==> config.mk <==
export PLATFORM = sky130hd
export DESIGN_NAME = dp_fifo_arbiter
export DESIGN_NICKNAME = d
export VERILOG_FILES = /design/src/rtl/dp_fifo_pkg.sv /design/src/rtl/rr_arbiter.sv /design/src/rtl/dp_fifo_arbiter.sv
export SDC_FILE = /design/constraint.sdc
export NUM_CORES = 1
export LEC_CHECK = 0
export ABC_CLOCK_PERIOD_IN_PS = 8230
export CAP_MARGIN = 20
export CORE_AREA = 8 8 166 168
export CTS_CLUSTER_DIAMETER = 60
export CTS_CLUSTER_SIZE = 40
export DETAILED_ROUTE_END_ITERATION = 16
export DIE_AREA = 0 0 174 176
export SYNTH_ARGS = -nofsm -noshare
export SYNTH_HDL_FRONTEND = slang
export SYNTH_SLANG_ARGS = --single-unit
==> constraint.sdc <==
create_clock -name clk -period 8.23 [get_ports clk]
set_input_delay 1.646 -clock clk [delete_from_list [all_inputs] [get_ports clk]]
set_output_delay 1.646 -clock clk [all_outputs]
set_load 0.05 [all_outputs]
==> src/rtl/dp_fifo_pkg.sv <==
`default_nettype none
// +---------------------------------------------------------------------------+
// | dp_fifo_pkg: shared widths and response-FSM states for dp_fifo_arbiter.   |
// | Rev 1.0                                                                   |
// +---------------------------------------------------------------------------+
package dp_fifo_pkg;

  localparam int DATA_W     = 32;
  localparam int ADDR_W     = 31;
  localparam int REQ_W      = 1 + ADDR_W + DATA_W;
  localparam int TID_W      = 16;
  localparam int DP_DATA_W  = TID_W + REQ_W;
  localparam int VPI_DATA_W = TID_W + DATA_W;

  typedef enum logic [1:0] {
    IDLE    = 2'd0,
    POP     = 2'd1,
    DELIVER = 2'd2
  } resp_state_t;

endpackage
`default_nettype wire

==> src/rtl/rr_arbiter.sv <==
`default_nettype none
// +---------------------------------------------------------------------------+
// | rr_arbiter: combinational round-robin pick of the first request at or     |
// | after ptr_i (wrapping). Rev 1.0                                           |
// +---------------------------------------------------------------------------+
module rr_arbiter #(
  parameter int N = 4
) (
  input  logic [N-1:0]         req_i,
  input  logic [$clog2(N)-1:0] ptr_i,
  output logic [N-1:0]         grant_o,
  output logic [$clog2(N)-1:0] idx_o,
  output logic                 valid_o
);

  localparam int IW = $clog2(N);

  logic [IW-1:0] pos;

  always_comb begin
    grant_o = '0;
    idx_o   = '0;
    valid_o = 1'b0;
    pos     = '0;
    for (int k = 0; k < N; k++) begin
      pos = IW'((int'(ptr_i) + k) % N);
      if (!valid_o && req_i[pos]) begin
        valid_o      = 1'b1;
        grant_o[pos] = 1'b1;
        idx_o        = pos;
      end
    end
  end

endmodule
`default_nettype wire

==> src/rtl/dp_fifo_arbiter.sv <==
`default_nettype none
// +---------------------------------------------------------------------------+
// | dp_fifo_arbiter: shares the DP->VPI request FIFO and VPI->DP serve FIFO   |
// | among NUM_REQ requesters, TID-tagged, with per-requester issue limits.    |
// | Rev 1.0                                                                   |
// +---------------------------------------------------------------------------+
module dp_fifo_arbiter
  import dp_fifo_pkg::*;
#(
  parameter int NUM_REQ    = 4,
  parameter int DATA_WIDTH = DATA_W,
  parameter int ADDR_WIDTH = ADDR_W,
  parameter int TID_WIDTH  = TID_W,
  parameter int MAX_OUTST  = 4,
  parameter int REQ_WIDTH  = 1 + ADDR_WIDTH + DATA_WIDTH
) (
  input  logic                            clk,
  input  logic                            rst,
  input  logic [NUM_REQ-1:0]              req_valid,
  output logic [NUM_REQ-1:0]              req_ready,
  input  logic [NUM_REQ*REQ_WIDTH-1:0]    req_payload,
  output logic [NUM_REQ-1:0]              resp_valid,
  input  logic [NUM_REQ-1:0]              resp_ready,
  output logic [DATA_WIDTH-1:0]           resp_data,
  output logic                            fifo_wr_en,
  output logic [TID_WIDTH+REQ_WIDTH-1:0]  fifo_wr_data,
  input  logic                            fifo_full,
  output logic                            fifo_rd_en,
  input  logic [TID_WIDTH+DATA_WIDTH-1:0] fifo_rd_data,
  input  logic                            fifo_empty,
  output logic                            err_bad_tid
);

  localparam int IW = $clog2(NUM_REQ);
  localparam int CW = $clog2(MAX_OUTST + 1);

  logic [IW-1:0]         rr_ptr_q, rr_ptr_d;
  logic [CW-1:0]         outst_cnt_q [NUM_REQ];
  logic [CW-1:0]         outst_cnt_d [NUM_REQ];
  resp_state_t           state_q, state_d;
  logic [IW-1:0]         tid_q, tid_d;
  logic [DATA_WIDTH-1:0] data_q, data_d;
  logic                  err_q, err_d;

  logic [NUM_REQ-1:0]    eligible;
  logic [NUM_REQ-1:0]    grant;
  logic [IW-1:0]         winner;
  logic                  issue;
  logic [REQ_WIDTH-1:0]  sel_payload;
  logic                  deliver_hs;
  logic [TID_WIDTH-1:0]  rd_tid;
  logic [IW-1:0]         rd_idx;
  logic                  rd_tid_ok;
  logic                  rd_cnt_nz;

  // A full FIFO or active reset removes every candidate, so no grant can form.
  always_comb begin
    for (int i = 0; i < NUM_REQ; i++) begin
      eligible[i] = req_valid[i] && (outst_cnt_q[i] < CW'(MAX_OUTST)) && !fifo_full && !rst;
    end
  end

  rr_arbiter #(
    .N (NUM_REQ)
  ) u_rr_arbiter (
    .req_i   (eligible),
    .ptr_i   (rr_ptr_q),
    .grant_o (grant),
    .idx_o   (winner),
    .valid_o (issue)
  );

  always_comb begin
    sel_payload = '0;
    for (int i = 0; i < NUM_REQ; i++) begin
      if (grant[i]) begin
        sel_payload = req_payload[i*REQ_WIDTH +: REQ_WIDTH];
      end
    end
  end

  assign req_ready    = grant;
  assign fifo_wr_en   = issue;
  assign fifo_wr_data = issue ? {TID_WIDTH'(winner), sel_payload} : '0;

  always_comb begin
    rr_ptr_d = rr_ptr_q;
    if (issue) begin
      rr_ptr_d = (winner == IW'(NUM_REQ - 1)) ? '0 : winner + 1'b1;
    end
  end

  // Any TID at or above NUM_REQ, including nonzero upper bits, is invalid.
  assign rd_tid    = fifo_rd_data[TID_WIDTH+DATA_WIDTH-1 -: TID_WIDTH];
  assign rd_idx    = rd_tid[IW-1:0];
  assign rd_tid_ok = rd_tid < TID_WIDTH'(NUM_REQ);

  always_comb begin
    rd_cnt_nz = 1'b0;
    for (int i = 0; i < NUM_REQ; i++) begin
      if (rd_idx == IW'(i)) begin
        rd_cnt_nz = (outst_cnt_q[i] != '0);
      end
    end
  end

  always_comb begin
    state_d    = state_q;
    tid_d      = tid_q;
    data_d     = data_q;
    err_d      = err_q;
    fifo_rd_en = 1'b0;
    resp_valid = '0;
    deliver_hs = 1'b0;
    case (state_q)
      IDLE: begin
        if (!fifo_empty && !rst) begin
          fifo_rd_en = 1'b1;
          state_d    = POP;
        end
      end
      POP: begin
        tid_d  = rd_idx;
        data_d = fifo_rd_data[DATA_WIDTH-1:0];
        if (rd_tid_ok && rd_cnt_nz) begin
          state_d = DELIVER;
        end else begin
          err_d   = 1'b1;
          state_d = IDLE;
        end
      end
      DELIVER: begin
        resp_valid = NUM_REQ'(1) << tid_q;
        if (resp_ready[tid_q]) begin
          deliver_hs = 1'b1;
          state_d    = IDLE;
        end
      end
      default: state_d = IDLE;
    endcase
  end

  assign resp_data   = data_q;
  assign err_bad_tid = err_q;

  always_comb begin
    for (int i = 0; i < NUM_REQ; i++) begin
      outst_cnt_d[i] = outst_cnt_q[i]
                     + CW'(issue && (winner == IW'(i)))
                     - CW'(deliver_hs && (tid_q == IW'(i)));
    end
  end

  always_ff @(posedge clk or posedge rst) begin
    if (rst) begin
      rr_ptr_q <= '0;
      state_q  <= IDLE;
      tid_q    <= '0;
      data_q   <= '0;
      err_q    <= 1'b0;
      for (int i = 0; i < NUM_REQ; i++) begin
        outst_cnt_q[i] <= '0;
      end
    end else begin
      rr_ptr_q <= rr_ptr_d;
      state_q  <= state_d;
      tid_q    <= tid_d;
      data_q   <= data_d;
      err_q    <= err_d;
      for (int i = 0; i < NUM_REQ; i++) begin
        outst_cnt_q[i] <= outst_cnt_d[i];
      end
    end
  end

endmodule
`default_nettype wire

==> results.cfg, run 1 <==
[timing]
hold_viol = 0
clock.fmax_mhz = 134
tightest_slew_ns = 0.861
setup_violations = 0
fin_crit_sh = 0.909
slew_headroom = 0.420
rsz0062_at_grt = false
finClkSkew_ns = 0.00467
fin_crit_ns = 7.48
timing.hold.ws_ns = 0.495
slew_viol_final = 0
tns_ns = 0

[global_route]
grt_pass1_wl_mm = 42.2
grt_pass1_vias = 6069
grt_max_degree = 87
antenna_found_initial = 4
grtUsageTotal = 0.179
grt_overflow = 0

[logic_synthesis]
yosysSeqAreaShare = 0.253
ys_ff_latch = 51
synth_area_leaders = dfrtp_1 25%, a221o_1 13%, a32o_1 13%
postSynthAreaPerCell_um2 = 10.4
yosys_warnings = 0
synth_top_area_cell = dfrtp_1
yosysTopAreaCellShare = 0.253
synth_cell_types = 51
synthFlopType = dfrtp_1
syn-cell-area_um2 = 5040
syn_inst = 483
async_reset_ff_frac = 1.00
synth-edff-count = 0

[pwr]
p_clk_frac = 0.084
power_switching_w = 0.00140
power.leakage_nw = 3.56
internal_power_w = 0.00121
ir_worst_vdd_uv = 233
switching_share = 0.536
combPwrFrac = 0.771
seqPwrFrac = 0.145
power_density_nw_per_um2 = 276

[placed_design]
portBuffers = 424
dp_hpwl_mm = 24.2
routabilityCongestion = 0.896

[clock_network]
cts_hold_buf = 0
cts.clk_slew.worst_paths_ns = 0.07
clk_latency_ns = 0.29
post_cts_resized = 0
post_cts_buffers = 0
cts_sinks = 51
cts.path.max_buffers = 2
cts_made_buffers = 5
cts-root-buf = clkbuf_16
cts_tree = yes
h-tree-depth = 2

[setup_path]
worstSetupPathType = input pin to output pin
cp.arrival_ns = 5.83
crit_buf_inv = 3
crit_slowest_cell = clkdlybuf4s50_1
max_stage_delay_ns = 0.65
cpMostUsedCell = buf_4
required_ns = 6.58
critPathMaxFanout = 46
end_kind = output pin
start_kind = input pin
cp_top_family = buffers and inverters
path_cells = clkdlybuf4s50_1, or4b_4, mux4_2, and2_4, a221oi_1, o2bb2ai_4, a21oi_4, buf_4, a32o_1, buf_4

[finish]
area_delta_synth_final_pct = 88.1
seqCellArea_um2 = 1280
drive_gt1_frac = 0.144
finalNetCount = 1213
fillers = 2501
fin_util = 0.382
multiInputGateArea_um2 = 3330

[floorplanning]
die_w_um = 174
pin_count = 439
die_h_um = 176
die_area_um2 = 30600
initial_utilization = 0.203
core_area_um2 = 24800
rows = 58

[outcome]
status = complete, no violations

[routing]
dr.pass1.iters = 5
ant_nets = 0
first_iter_violations = 433
drc = 0
wl_mm = 29.5
wl_per_cell_um = 24.4
routed_via_density = 4.87
via_count = 5888

[hold_path]
hold_class = flop to flop

[job]
maxCapViolCount = 0
==> layout by cell type (no fill, tap or decap), types with 14 or more instances in the layout <==
cell type        instances
a32o_1                  64
dfrtp_1                 51
inv_1                   15
clkdlybuf4s50_1        376
buf_4                   55
ha_1                    18
nand2b_1                55
mux2_2                  35
conb_1                  14
a221o_1                 64
==> sequential cells by signal, summed over array words and instances (netlist names) <==
register,cells
err_bad_tid,1
outst_cnt_q,12
resp_data,32
rr_ptr_q,2
state_q,2
tid_q,2
==> path summary, 6_finish.rpt <==
path	startpoint	endpoint	slack [ns]	cells past startpoint
max	rst	fifo_wr_data[45]	0.75	10
min	err_bad_tid$_DFFE_PP0P_	err_bad_tid$_DFFE_PP0P_	0.49	1
max reg2reg	rr_ptr_q[0]$_DFFE_PP0P_	outst_cnt_q[5]$_DFF_PP0_	3.94	17
min reg2reg	err_bad_tid$_DFFE_PP0P_	err_bad_tid$_DFFE_PP0P_	0.49	1
max in group asynchronous	rst	err_bad_tid$_DFFE_PP0P_	5.60	3
min in group asynchronous	rst	state_q[0]$_DFFE_PP0P_	2.17	3
==> layout make-up <==
cell class	instances	share of cell area
Timing Repair Buffer	434	0.447
Clock inverter	2	0.00172
Antenna cell	3	0.000792
Tap cell	330	0.0436
Multi-Input combinational cell	366	0.351
Clock buffer	6	0.0147
Inverter	17	0.00673
Sequential cell	51	0.135
==> power groups by stage <==
stage          registers (W)  logic [W]  clock network [W]
2_1_floorplan       0.000467    0.00128                  0
3_3_place_gp        0.000382    0.00202                  0
3_5_place_dp        0.000384    0.00201                  0
4_1_cts             0.000380    0.00202           0.000229
5_1_grt             0.000391    0.00213           0.000238
6_report            0.000380    0.00202           0.000220
==> per-layer routing <==
metal / routed length, um / global-route usage / vias up
met1: 11800 / 0.220 / 2832
met2: 14000 / 0.295 / 337
met3: 3280 / 0.0692 / 21
li1: - / - / 2696
met5: 13 / 0 / -
met4: 369 / 0.0363 / 2
==> synthesized netlist by cell type (3+ instances only) <==
cell type  number
nand3_1         3
buf_2          12
xnor2_1         6
nand2b_1       55
dfrtp_1        51
buf_6          22
and2_1          4
nor4b_2         3
nand2_1         9
o21ai_0         4
clkbuf_1       13
ha_1           18
nor4_1          7
mux2_2         35
fa_1            4
a21oi_1         9
a211oi_1        4
nor2_1         10
a221o_1        64
inv_1          16
or2b_1         12
nor2b_1         3
a32o_1         64
or4b_4          3
buf_4          14
mux4_2          6
nor3_1          4
==> worst reg2reg max path: stages, from the launching register on <==
cell and delay, ns:
dfrtp_1 0.57, inv_2 0.22, ha_1 0.52, nand2_1 0.12
o41ai_1 0.56, o21a_4 0.28, a211oi_1 0.08, a21oi_1 0.32
inv_1 0.11, ha_1 0.21, nand2_1 0.06, ha_1 0.23
inv_1 0.05, ha_1 0.13, inv_1 0.05, fa_1 0.38
xnor2_1 0.19, xnor2_1 0.13
==> through the flow <==
step / area [um^2] / setup slack, ns / cells / total power (W)
floorplan: 5090 / 1.96 / 496 / 0.00175
global placement: 9300 / 0.795 / 1197 / 0.00240
detailed placement: 9300 / 0.763 / 1197 / 0.00240
CTS: 9450 / 0.761 / 1205 / 0.00263
global route: 9480 / 0.557 / 1209 / 0.00276
finish: 9480 / 0.751 / 1209 / 0.00262
==> kinds of logic (layout without fill, tap and decap cells) <==
group                    count (synthesis)  in the layout  share of synthesized area
adder cells (fa/ha/maj)                 22             22                     0.0606
AND/OR/NAND/NOR                        121            121                      0.155
buffers and inverters                   79            459                      0.105
flip-flops                              51             51                      0.253
multiplexers                            41             41                      0.105
XOR/XNOR                                 8              8                     0.0139
AO/OA/AOI/OAI                          160            160                      0.307
other                                    1             17                   0.000744
Power figures use the tool's default switching activity.
==> run 2: changes to the inputs <==
- ABC_CLOCK_PERIOD_IN_PS: 8230 -> unset
- SLEW_MARGIN: unset -> 20
==> run 2 against run 1 <==
Register-to-register slack about the same; utilization is essentially flat; worst hold slack about the same; global-route usage did not move; largest cell class unchanged; critical path type unchanged.
==> results.cfg, run 2 (synthesis results as in run 1) <==
[placed_design]
dp_hpwl_mm = 24.2
portBuffers = 424
dp_cells = 1197
place_area_um2 = 9300
dp_slack_ns = 0.763
routabilityCongestion = 0.896

[timing]
finClkSkew_ns = 0.00522
tightest_slew_ns = 0.860
setup_ws_ns = 0.735
hold_viol = 0
fin_crit_ns = 7.49
slew_headroom = 0.421
setup_violations = 0
clock.fmax_mhz = 133
fin_crit_sh = 0.911
slew_viol_final = 0
tns_ns = 0
rsz0062_at_grt = false

[floorplanning]
rows = 58
die_area_um2 = 30600
die_h_um = 176
die_w_um = 174
pin_count = 439
initial_utilization = 0.203
core_area_um2 = 24800

[clock_network]
cts_made_buffers = 5
clk_latency_ns = 0.29
cts_tree = yes
cts_hold_buf = 0
h-tree-depth = 2
post_cts_resized = 0
cts_sinks = 51
post_cts_buffers = 0
cts.path.max_buffers = 2
cts.clk_slew.worst_paths_ns = 0.07
cts-root-buf = clkbuf_16

[setup_path]
max_stage_delay_ns = 0.65
required_ns = 6.58
critPathLaunch = rst
worstSetupPathType = input pin to output pin
cp.arrival_ns = 5.85
cpMostUsedCell = buf_4
end_kind = output pin
critPathMaxFanout = 46
start_kind = input pin
ff2ff_path_depth = 17
crit_slowest_cell = clkdlybuf4s50_1
path_cells = clkdlybuf4s50_1, or4b_4, mux4_2, and2_4, a221oi_1, o2bb2ai_4, a21oi_4, buf_4, a32o_1, buf_4
r2r_slack_ns = 3.94
r2r-end = outst_cnt_q[5]$_DFF_PP0_
rr_startpoint = rr_ptr_q[0]$_DFFE_PP0P_

[hold_path]
hold_depth = 1
hold_class = flop to flop
hold_end = err_bad_tid$_DFFE_PP0P_
hold_start = err_bad_tid$_DFFE_PP0P_

[routing]
drc = 0
via_count = 5892
routed_via_density = 4.87
dr.pass1.iters = 6
ant_nets = 0
wl_mm = 29.5
wl_per_cell_um = 24.4
first_iter_violations = 388

[pwr]
power_density_nw_per_um2 = 276
switching_share = 0.535
internal_power_w = 0.00122
power.leakage_nw = 3.56
ir_worst_vdd_uv = 232
power_switching_w = 0.00140
combPwrFrac = 0.771
seqPwrFrac = 0.145
p_clk_frac = 0.084
p_total_w = 0.00262

[finish]
largest_reg_flops = 32
finalNetCount = 1213
final_area_um2 = 9490
drive_gt1_frac = 0.144
layout_common_cells = 376 x clkdlybuf4s50_1, 64 x a32o_1, 64 x a221o_1
area_delta_synth_final_pct = 88.2
stdcell_count = 1209
mostFrequentLayoutCell = clkdlybuf4s50_1

[outcome]
status = complete, no violations

[global_route]
grt_overflow = 0
grtUsageTotal = 0.179
antenna_found_initial = 4
grt_pass1_wl_mm = 42.2
grt_max_degree = 87
grt_pass1_vias = 6069

[job]
maxCapViolCount = 0
run 2: through the flow:
stage / hold WS (ns) / util
2_1_floorplan: 0.450 / -
3_3_place_gp: 0.468 / 0.375
3_5_place_dp: 0.484 / 0.375
4_1_cts: 0.509 / 0.381
5_1_grt: 0.525 / 0.382
6_report: 0.494 / 0.382
run 2: layout make-up:
class                   count  area (um^2)
fillers                  2501        15300
repair buffers            434         4240
multi-input cells         366         3330
flip-flops and latches     51         1280
well taps                 330          413
clock buffers               6          139
inverters                  17         63.8
clock inverters             2         16.3
diodes                      3         7.51
run 2: worst max-delay path: cells and delay by family:
family / cells / cell delay (ns)
buffers and inverters: 3 / 1.46
AOI/OAI and AO/OA: 4 / 1.41
and+or+nand+nor: 2 / 0.81
muxes: 1 / 0.50
run 2: power groups by stage:
stage | registers (W) | clock network [W] | logic, W
after detailed placement | 0.000384 | 0 | 0.00201
after global placement | 0.000382 | 0 | 0.00202
after global routing | 0.000391 | 0.000238 | 0.00213
after CTS | 0.000380 | 0.000229 | 0.00202
after floorplan | 0.000467 | 0 | 0.00128
final | 0.000380 | 0.000219 | 0.00202
run 2: worst max path at each step:
| stage | end | cells past startpoint | slack, ns |
|---|---|---|---|
| 3_3_place_gp | fifo_wr_data[42] | 10 | 0.79 |
| 6_report | fifo_wr_data[45] | 10 | 0.74 |
| 4_1_cts | fifo_wr_data[45] | 10 | 0.76 |
| 5_1_grt | fifo_wr_data[45] | 10 | 0.56 |
| 3_5_place_dp | fifo_wr_data[45] | 10 | 0.76 |
| 2_1_floorplan | fifo_wr_data[55] | 9 | 1.96 |
run 2: layer usage:
layer  wire (um)  track usage
met5          13            0
met4         348       0.0363
met3        3130       0.0692
met2       14000        0.295
met1       11900        0.220
